`config.mk`:
```
export PLATFORM = sky130hd
export DESIGN_NAME = cookie_sequencer
export DESIGN_NICKNAME = d
export VERILOG_FILES = /design/src/rtl/cookie_pkg.sv /design/src/rtl/cookie_seq_counter.sv /design/src/rtl/cookie_sequencer.sv
export SDC_FILE = /design/constraint.sdc
export NUM_CORES = 1
export LEC_CHECK = 0
export CAP_MARGIN = 20
export CORE_ASPECT_RATIO = 1.25
export CORE_MARGIN = 2
export CORE_UTILIZATION = 52
export CTS_CLUSTER_DIAMETER = 50
export DETAILED_ROUTE_END_ITERATION = 16
export GPL_TIMING_DRIVEN = 0
export PLACE_DENSITY_LB_ADDON = 0.05
export SLEW_MARGIN = 10
export SYNTH_ARGS = -nofsm -noshare
export SYNTH_HDL_FRONTEND = slang
export SYNTH_HIERARCHICAL = 1
export SYNTH_SLANG_ARGS = --single-unit
```
`constraint.sdc`:
```
create_clock -name clk -period 3.7 [get_ports clk]
set_clock_uncertainty 0.15 [all_clocks]
set_input_delay 0.555 -clock clk [delete_from_list [all_inputs] [get_ports clk]]
set_output_delay 0.555 -clock clk [all_outputs]
set_load 0.01 [all_outputs]
```
`src/rtl/cookie_pkg.sv`:
```
// Shared definitions for the cookie array sequencer: FSM state encoding and
// the array strobe modes (en/run/display combinations) driven onto the array.
package cookie_pkg;

    typedef enum logic [2:0] {
        ST_IDLE = 3'd0,
        ST_LOAD = 3'd1,
        ST_RUN  = 3'd2,
        ST_SNAP = 3'd3,
        ST_DUMP = 3'd4,
        ST_DONE = 3'd5
    } state_e;

    // Array strobe bundle; run and display are mutually exclusive.
    typedef struct packed {
        logic en;
        logic run;
        logic display;
    } strobe_t;

    localparam strobe_t STROBE_OFF   = '{en: 1'b0, run: 1'b0, display: 1'b0};
    localparam strobe_t STROBE_SHIFT = '{en: 1'b1, run: 1'b0, display: 1'b0};
    localparam strobe_t STROBE_GEN   = '{en: 1'b1, run: 1'b1, display: 1'b0};
    localparam strobe_t STROBE_SNAP  = '{en: 1'b1, run: 1'b0, display: 1'b1};

endpackage

```
`src/rtl/cookie_seq_counter.sv`:
```
// Loadable up-counter with terminal-count flag.
// Ports:
//   clk, rst_n   clock, async active-low reset (count clears to 0)
//   load_i       load load_val_i (has priority over inc_i)
//   load_val_i   value loaded on load_i
//   inc_i        increment by one
//   term_i       terminal value compared against the current count
//   tc_o         count equals term_i
module cookie_seq_counter #(
    parameter int unsigned W = 8
) (
    input  logic         clk,
    input  logic         rst_n,
    input  logic         load_i,
    input  logic [W-1:0] load_val_i,
    input  logic         inc_i,
    input  logic [W-1:0] term_i,
    output logic         tc_o
);

    logic [W-1:0] cnt_q, cnt_d;

    always_comb begin
        cnt_d = cnt_q;
        if (load_i) begin
            cnt_d = load_val_i;
        end else if (inc_i) begin
            cnt_d = cnt_q + W'(1);
        end
    end

    always_ff @(posedge clk or negedge rst_n) begin
        if (!rst_n) begin
            cnt_q <= '0;
        end else begin
            cnt_q <= cnt_d;
        end
    end

    assign tc_o = (cnt_q == term_i);

endmodule

```
`src/rtl/cookie_sequencer.sv`:
```
// Control FSM for a serially chained cookie (Game-of-Life cell) array.
// Per job: optionally shift a seed into the state chain, run gens generations,
// snapshot into the display chain, stream the display chain out, pulse done.
// Ports:
//   clk, rst_n                         clock, async active-low reset
//   start, start_load, gens            job request (sampled in IDLE only)
//   abort                              drop the current job, back to IDLE
//   load_valid, load_bit, load_ready   seed stream in
//   dump_valid, dump_bit, dump_last,
//   dump_ready                         display stream out
//   busy, done                         job status
//   cell_en, cell_run, cell_display    array strobes
//   cell_shift_in, disp_shift_in       chain heads
//   cell_shift_out, disp_shift_out     chain tails
module cookie_sequencer
    import cookie_pkg::*;
#(
    parameter int unsigned N_CELLS = 64,
    parameter int unsigned GEN_W   = 8
) (
    input  logic             clk,
    input  logic             rst_n,
    input  logic             start,
    input  logic             start_load,
    input  logic [GEN_W-1:0] gens,
    input  logic             abort,
    input  logic             load_valid,
    input  logic             load_bit,
    output logic             load_ready,
    output logic             dump_valid,
    output logic             dump_bit,
    output logic             dump_last,
    input  logic             dump_ready,
    output logic             busy,
    output logic             done,
    output logic             cell_en,
    output logic             cell_run,
    output logic             cell_display,
    output logic             cell_shift_in,
    output logic             disp_shift_in,
    input  logic             cell_shift_out,
    input  logic             disp_shift_out
);

    localparam int unsigned CNT_W = $clog2(N_CELLS + 1);

    state_e           state_q, state_d;
    logic [GEN_W-1:0] gens_q, gens_d;
    logic             cnt_clr, cnt_inc, cnt_tc;
    logic             gen_inc, gen_tc;
    logic             abort_act;
    strobe_t          strb;

    assign abort_act = abort && (state_q != ST_IDLE);

    // Next-state logic and counter control.
    always_comb begin
        state_d = state_q;
        gens_d  = gens_q;
        cnt_inc = 1'b0;
        gen_inc = 1'b0;
        case (state_q)
            ST_IDLE: begin
                if (start) begin
                    gens_d = gens;
                    if (start_load)        state_d = ST_LOAD;
                    else if (gens == '0)   state_d = ST_SNAP;
                    else                   state_d = ST_RUN;
                end
            end
            ST_LOAD: begin
                if (load_valid) begin
                    cnt_inc = 1'b1;
                    if (cnt_tc) state_d = (gens_q == '0) ? ST_SNAP : ST_RUN;
                end
            end
            ST_RUN: begin
                gen_inc = 1'b1;
                if (gen_tc) state_d = ST_SNAP;
            end
            ST_SNAP: state_d = ST_DUMP;
            ST_DUMP: begin
                if (dump_ready) begin
                    cnt_inc = 1'b1;
                    if (cnt_tc) state_d = ST_DONE;
                end
            end
            ST_DONE: state_d = ST_IDLE;
            default: state_d = ST_IDLE;
        endcase
        // Abort wins over any same-cycle transfer, which is then not counted.
        if (abort_act) begin
            state_d = ST_IDLE;
            cnt_inc = 1'b0;
            gen_inc = 1'b0;
        end
    end

    // Both counters restart from zero on every state change.
    assign cnt_clr = (state_d != state_q);

    always_ff @(posedge clk or negedge rst_n) begin
        if (!rst_n) begin
            state_q <= ST_IDLE;
            gens_q  <= '0;
        end else begin
            state_q <= state_d;
            gens_q  <= gens_d;
        end
    end

    cookie_seq_counter #(.W(CNT_W)) u_cnt (
        .clk        (clk),
        .rst_n      (rst_n),
        .load_i     (cnt_clr),
        .load_val_i ('0),
        .inc_i      (cnt_inc),
        .term_i     (CNT_W'(N_CELLS - 1)),
        .tc_o       (cnt_tc)
    );

    // RUN is only entered with gens_q >= 1, so gens_q-1 never underflows there.
    cookie_seq_counter #(.W(GEN_W)) u_gen_cnt (
        .clk        (clk),
        .rst_n      (rst_n),
        .load_i     (cnt_clr),
        .load_val_i ('0),
        .inc_i      (gen_inc),
        .term_i     (gens_q - GEN_W'(1)),
        .tc_o       (gen_tc)
    );

    // Output decode; in LOAD/DUMP the shift enable follows the handshake directly.
    always_comb begin
        strb          = STROBE_OFF;
        load_ready    = 1'b0;
        dump_valid    = 1'b0;
        dump_bit      = 1'b0;
        dump_last     = 1'b0;
        done          = 1'b0;
        cell_shift_in = 1'b0;
        case (state_q)
            ST_LOAD: begin
                load_ready    = 1'b1;
                cell_shift_in = load_bit;
                if (load_valid) strb = STROBE_SHIFT;
            end
            ST_RUN:  strb = STROBE_GEN;
            ST_SNAP: strb = STROBE_SNAP;
            ST_DUMP: begin
                dump_valid    = 1'b1;
                dump_bit      = disp_shift_out;
                dump_last     = cnt_tc;
                // Ring the state chain so a full dump leaves it unchanged.
                cell_shift_in = cell_shift_out;
                if (dump_ready) strb = STROBE_SHIFT;
            end
            ST_DONE: done = 1'b1;
            default: ;
        endcase
        if (abort_act) begin
            strb          = STROBE_OFF;
            load_ready    = 1'b0;
            dump_valid    = 1'b0;
            dump_bit      = 1'b0;
            dump_last     = 1'b0;
            done          = 1'b0;
            cell_shift_in = 1'b0;
        end
    end

    assign cell_en       = strb.en;
    assign cell_run      = strb.run;
    assign cell_display  = strb.display;
    assign disp_shift_in = 1'b0;
    assign busy          = (state_q != ST_IDLE);

endmodule

```
Word level (Yosys, flattened, before mapping)
Index checks and enable logic that the tools add are counted.

word-level totals
  bits in registers = 26
  input bits = 18

operators by class
  reductions and logical operators = 8
  add/subtract/negate cells = 3
  equality and inequality tests = 8
  multiplexer cells = 37

operators with widths
  operator                                           count
  two-way mux 3 bit                                  10
  two-way mux 1 bit                                  18
  logical NOT 8 bit                                  2
  two-way mux 8 bit                                  2
  one-hot mux 3 bit (5 select lines)                 1
  two-way mux 7 bit                                  2
  one-hot mux 3 bit (4 select lines)                 1
  adder 8 x 1 -> 8 bit (second input constant)       1
  == test 8 bit                                      1
  subtractor 8 x 1 -> 8 bit (second input constant)  1
  adder 7 x 1 -> 7 bit (second input constant)       1
  == test 7 x 6 -> 1 bit (second input constant)     1
  == test 3 x 2 -> 1 bit (second input constant)     2
  == test 3 bit (second input constant)              2
  one-hot mux 1 bit (2 select lines)                 2
  nonzero test 2 bit                                 2
  == test 3 x 1 -> 1 bit (second input constant)     1
  logical NOT 3 bit                                  1
  != test 3 bit                                      1
  nonzero test 3 bit                                 1
  two-way mux 2 bit                                  1
  AND reduction 2 bit                                1
  logical AND 1 bit                                  1

Depth between registers and ports, before layout
  depth in word-level cells = 8
  gate-level depth with buffers = 15

Cells and area by module
Netlist, hierarchy kept.

modules (own cells, without submodules)
  module                          times used  area an instance (sq um)  cells an instance
  cookie_sequencer                1           913.4                     107
  cookie_seq_counter (u_gen_cnt)  1           554.3                     61
  cookie_seq_counter (u_cnt)      1           424.2                     47

Worst setup path after synthesis
Ideal clock, no wire load.

  path type = register -> register
  from = reg gens_q[2]
  to = reg u_gen_cnt.cnt_q[7]
  data required time = 3.481 ns
  slack = 0.940 ns
  period minus slack after synthesis = 2.760 ns
  stages on the path, launching flop included = 15
  library setup time = 0.069 ns
  data arrival time = 2.541 ns
  cells stage by stage = dfrtp_1 nor2_1 nand3_1 nor4_1 xor2_1 xnor2_1 nand4_1 nor2_1 and3b_1 a31oi_1 o21ai_1 o2bb2ai_1 buf_6 or4_1 nand3_1

RTL lines
  item                                                     RTL line                  RTL
  start: declaration                                       cookie_sequencer.sv:48    logic [GEN_W-1:0] gens_q, gens_d;
  start signal: assignment                                 cookie_sequencer.sv:108   gens_q <= gens_d;
  subtractor 8 x 1 -> 8 bit *                              cookie_sequencer.sv:129   .term_i (gens_q - GEN_W'(1)),
  == test 8 bit *                                          cookie_seq_counter.sv:40  assign tc_o = (cnt_q == term_i);
  net gen_tc                                               cookie_sequencer.sv:50    logic gen_inc, gen_tc;
  two-way mux 3 bit *                                      cookie_sequencer.sv:79    if (gen_tc) state_d = ST_SNAP;
  one-hot mux 3 bit (5 select lines) *                     cookie_sequencer.sv:62    case (state_q)
  two-way mux 3 bit *                                      cookie_sequencer.sv:92    if (abort_act) begin
  != test 3 bit *                                          cookie_sequencer.sv:100   assign cnt_clr = (state_d != state_q);
  net cnt_clr                                              cookie_sequencer.sv:49    logic cnt_clr, cnt_inc, cnt_tc;
  two-way mux 8 bit or nonzero test 2 bit (tied branches)  -
  end signal: assignment                                   cookie_seq_counter.sv:36  cnt_q <= cnt_d;
  end: declaration                                         cookie_seq_counter.sv:21  logic [W-1:0] cnt_q, cnt_d;

The timed path passes the listed nets; every way through them passes the cells marked *.
A chain may end at the register's enable or synchronous reset.

Worst setup path after layout
  from = reg u_cnt.cnt_q[0]
  to = out dump_last

between the ends
  longest elaborated chain between the ends = 3

ends and longest elaborated chain
  item                      RTL line                  RTL
  start: declaration        cookie_seq_counter.sv:21
  start signal: assignment  cookie_seq_counter.sv:36
  == test 7 x 6 -> 1 bit    cookie_seq_counter.sv:40
  net cnt_tc                cookie_sequencer.sv:49
  two-way mux 1 bit         cookie_sequencer.sv:142   case (state_q)
  two-way mux 1 bit         cookie_sequencer.sv:161   if (abort_act) begin
  end: declaration          cookie_sequencer.sv:32    output logic dump_last,

The timed path passes the listed nets, and every way through them passes these cells.

==> reports/metrics.cfg <==
[die]
fp.dieW_um = 58.0
num_rows = 24
io_pins = 29
initial_utilization = 0.543
core_area_sq_um = 3480
dieArea_sq_um = 4140
die_y_um = 71.4

[timing]
finalCriticalPeriod_ns = 3.16
slew_viol_final = 0
relSlewSlack = 0.406
fin_ws_ns = 0.540
tns_ns = 0
fmax_mhz = 317
setup_violations = 0
max_slew.worst_pin.slew_ns = 0.883
grt_setup_unrepaired = false
final_hold_viol_count = 0
finalCritPeriodShare = 0.854

[logic_synthesis]
synth_area_per_cell_sq_um = 8.80
async_reset_ff_frac = 1.00
ys_ff_latch = 26
synth_edf_count = 0
mappedNetlistArea_sq_um = 1890
synth_flop_cell = dfrtp_1
synth.distinct_cells = 39
synth_cells = 215
synth_warnings = 6
synth-seq-area-share = 0.344

[cells_and_area]
final_nets = 291
syn_to_final_growth_pct = 26.3
diodes = 0
final_area_sq_um = 2390
drive_gt1_frac = 0.101
fin_cells = 307

[clocking]
tritoncts = yes
cts-resized-gates = 0
cts_inserted_buffers = 3
cts-hold-fix-buffers = 0
root_buffer = clkbuf_8
post_cts.repair.setup_buffers = 0
cts_buffer_depth = 2
clk_pin_slew_worst_paths_ns = 0.10
htree_levels = 1
clk_latency_ns = 0.28
cts_sinks = 26

[place]
placed_cell_area_sq_um = 2320
placed_cells = 303
pre_cts_slack_ns = 0.614
dp_hpwl_um = 2920
gp_congestion = 0.818
io_buffers = 27

[setup_path]
cp.required_ns = 2.99
cp_cell_sequence = xnor2_1 > nand4_1 > nor4_1 > and3_1 > clkdlybuf4s50_1
crit_slowest_cell = nor4_1
critPathMaxFanout = 4
critical_path_arrival_ns = 2.45
critical_path.endpoint_type = output port
start_kind = flip-flop
max_stage_delay_ns = 0.68
path_class = flip-flop to output port

[outcome]
outcome = finished, final reports clean

[pwr]
p_leak_uw = 0.00103
finalPower_uw = 1780
ir_drop_mv = 0.456
pwr_density_cell_nw_per_um2 = 745

[routing]
drtIter0Drc = 55
viasPerCell = 5.12
via_count = 1572
ant_nets = 0
drcViolationCount = 0
drt-total-wl_um = 3770
wire_per_inst_um = 12.3
dr.pass1.iters = 4

[global_route]
grt_antenna_before_repair = 0
grt_usage = 0.203
grt_first_pass_wirelength_um = 6690
grt_overflow = 0
grt_start_max_net_pins = 17
grt_pass1_vias = 1482

[hold_path]
min-delay-path-class = flip-flop to flip-flop

[run]
maxCapViolCount = 0

[power by group]
part	internal, uW	total (uW)	leakage (uW)	switching, uW
combinational	491	950	0.000678	460
clock	145	240	0.0000357	95.1
sequential	424	589	0.000314	165
[area by class of cell]
cell class | instances | area, sq um
Multi-Input combinational cell | 190 | 1190
Fill cell | 292 | 1090
Sequential cell | 26 | 651
Timing Repair Buffer | 28 | 298
Buffer | 14 | 110
Tap cell | 39 | 48.8
Clock buffer | 3 | 41.3
Clock inverter | 1 | 30.0
Inverter | 6 | 22.5
[routing by layer]
metal,wire (um),part of all wire,vias up,GRT usage
met1,1880,0.50,720,0.288
met4,14,0.0037,0,0.0465
met5,0,0,-,0
met2,1780,0.47,21,0.332
met3,98,0.026,2,0.0253
li1,-,-,829,-
[path summary, 6_finish.rpt]
kind                                     start                  to  slack [ns]  cells after the start
worst max-delay path            u_cnt/cnt_q[0]           dump_last        0.54                      5
worst min-delay path                 gens_q[7]           gens_q[7]        0.44                      1
worst max register to register       gens_q[2]  u_gen_cnt/cnt_q[7]        0.59                     14
worst min register to register       gens_q[7]           gens_q[7]        0.44                      1
max in group asynchronous                rst_n      u_cnt/cnt_q[1]        2.42                      2
min in group asynchronous                rst_n  u_gen_cnt/cnt_q[5]        0.49                      1
[registers in the layout, summed over array words and instances (netlist names)]
register,count
state_q,3
gens_q,8
u_cnt/cnt_q,7
u_gen_cnt/cnt_q,8
[kinds of logic (layout without fill, tap and decap cells)]
family          count (synthesis)  in the layout  synth area share
mux                             8              8            0.0582
other cells                     2             23           0.00397
buf+inv                        20             52            0.0701
simple gates                   89             89             0.254
fa+ha+maj                       5              5            0.0317
xor+xnor                       28             28             0.130
flops                          26             26             0.344
compound gates                 37             37             0.108
[per-stage QoR]
stage | hold WS (ns) | util
after floorplan | 0.109 | -
after global placement | 0.405 | 0.657
after detailed placement | 0.418 | 0.665
after CTS | 0.445 | 0.686
after global routing | 0.473 | 0.686
final | 0.441 | 0.686
[layout by cell type, fill, tap and decap left out, drive strengths merged, types with 3 or more instances in the layout]
cell type	n
mux2	6
or4	3
xnor2	16
clkdlybuf4s50	27
conb	23
a21oi	9
o21ai	19
buf	13
or3	4
a31oi	4
ha	4
xor2	12
inv	6
nor2b	7
and3	3
nand3	7
dfrtp	26
nand2	24
nor2	14
nor3	7
clkbuf	5
nand4	8
nor4	6
[worst max-delay path: cells and delay by family (launching register included)]
kind                      cells  cell delay (ns)
and+or+nand+nor               3             1.07
buffers and inverters         1             0.54
DFF                           1             0.44
xor gates and xnor gates      1             0.14
[Yosys cell counts (2+ instances only)]
library cell / number / share of area
clkbuf_1: 2 / 0.0040
nand4_1: 7 / 0.023
nand2_1: 24 / 0.048
nor4_1: 5 / 0.017
buf_6: 6 / 0.036
o21ai_0: 14 / 0.037
ha_1: 4 / 0.026
a21oi_1: 9 / 0.024
o21ai_1: 5 / 0.013
or4_1: 3 / 0.012
nand2b_1: 2 / 0.0066
or3_1: 4 / 0.013
nor2b_1: 7 / 0.023
mux2i_1: 2 / 0.011
xnor2_1: 16 / 0.074
nor3_1: 7 / 0.019
buf_4: 2 / 0.0079
xor2_1: 12 / 0.056
nand3_1: 7 / 0.019
mux2_4: 6 / 0.048
nor2_1: 14 / 0.028
and3_1: 3 / 0.0099
inv_1: 6 / 0.012
dfrtp_1: 26 / 0.34
conb_1: 2 / 0.0040
buf_2: 4 / 0.011
a31oi_1: 4 / 0.013
Power figures use the tool's default switching activity.
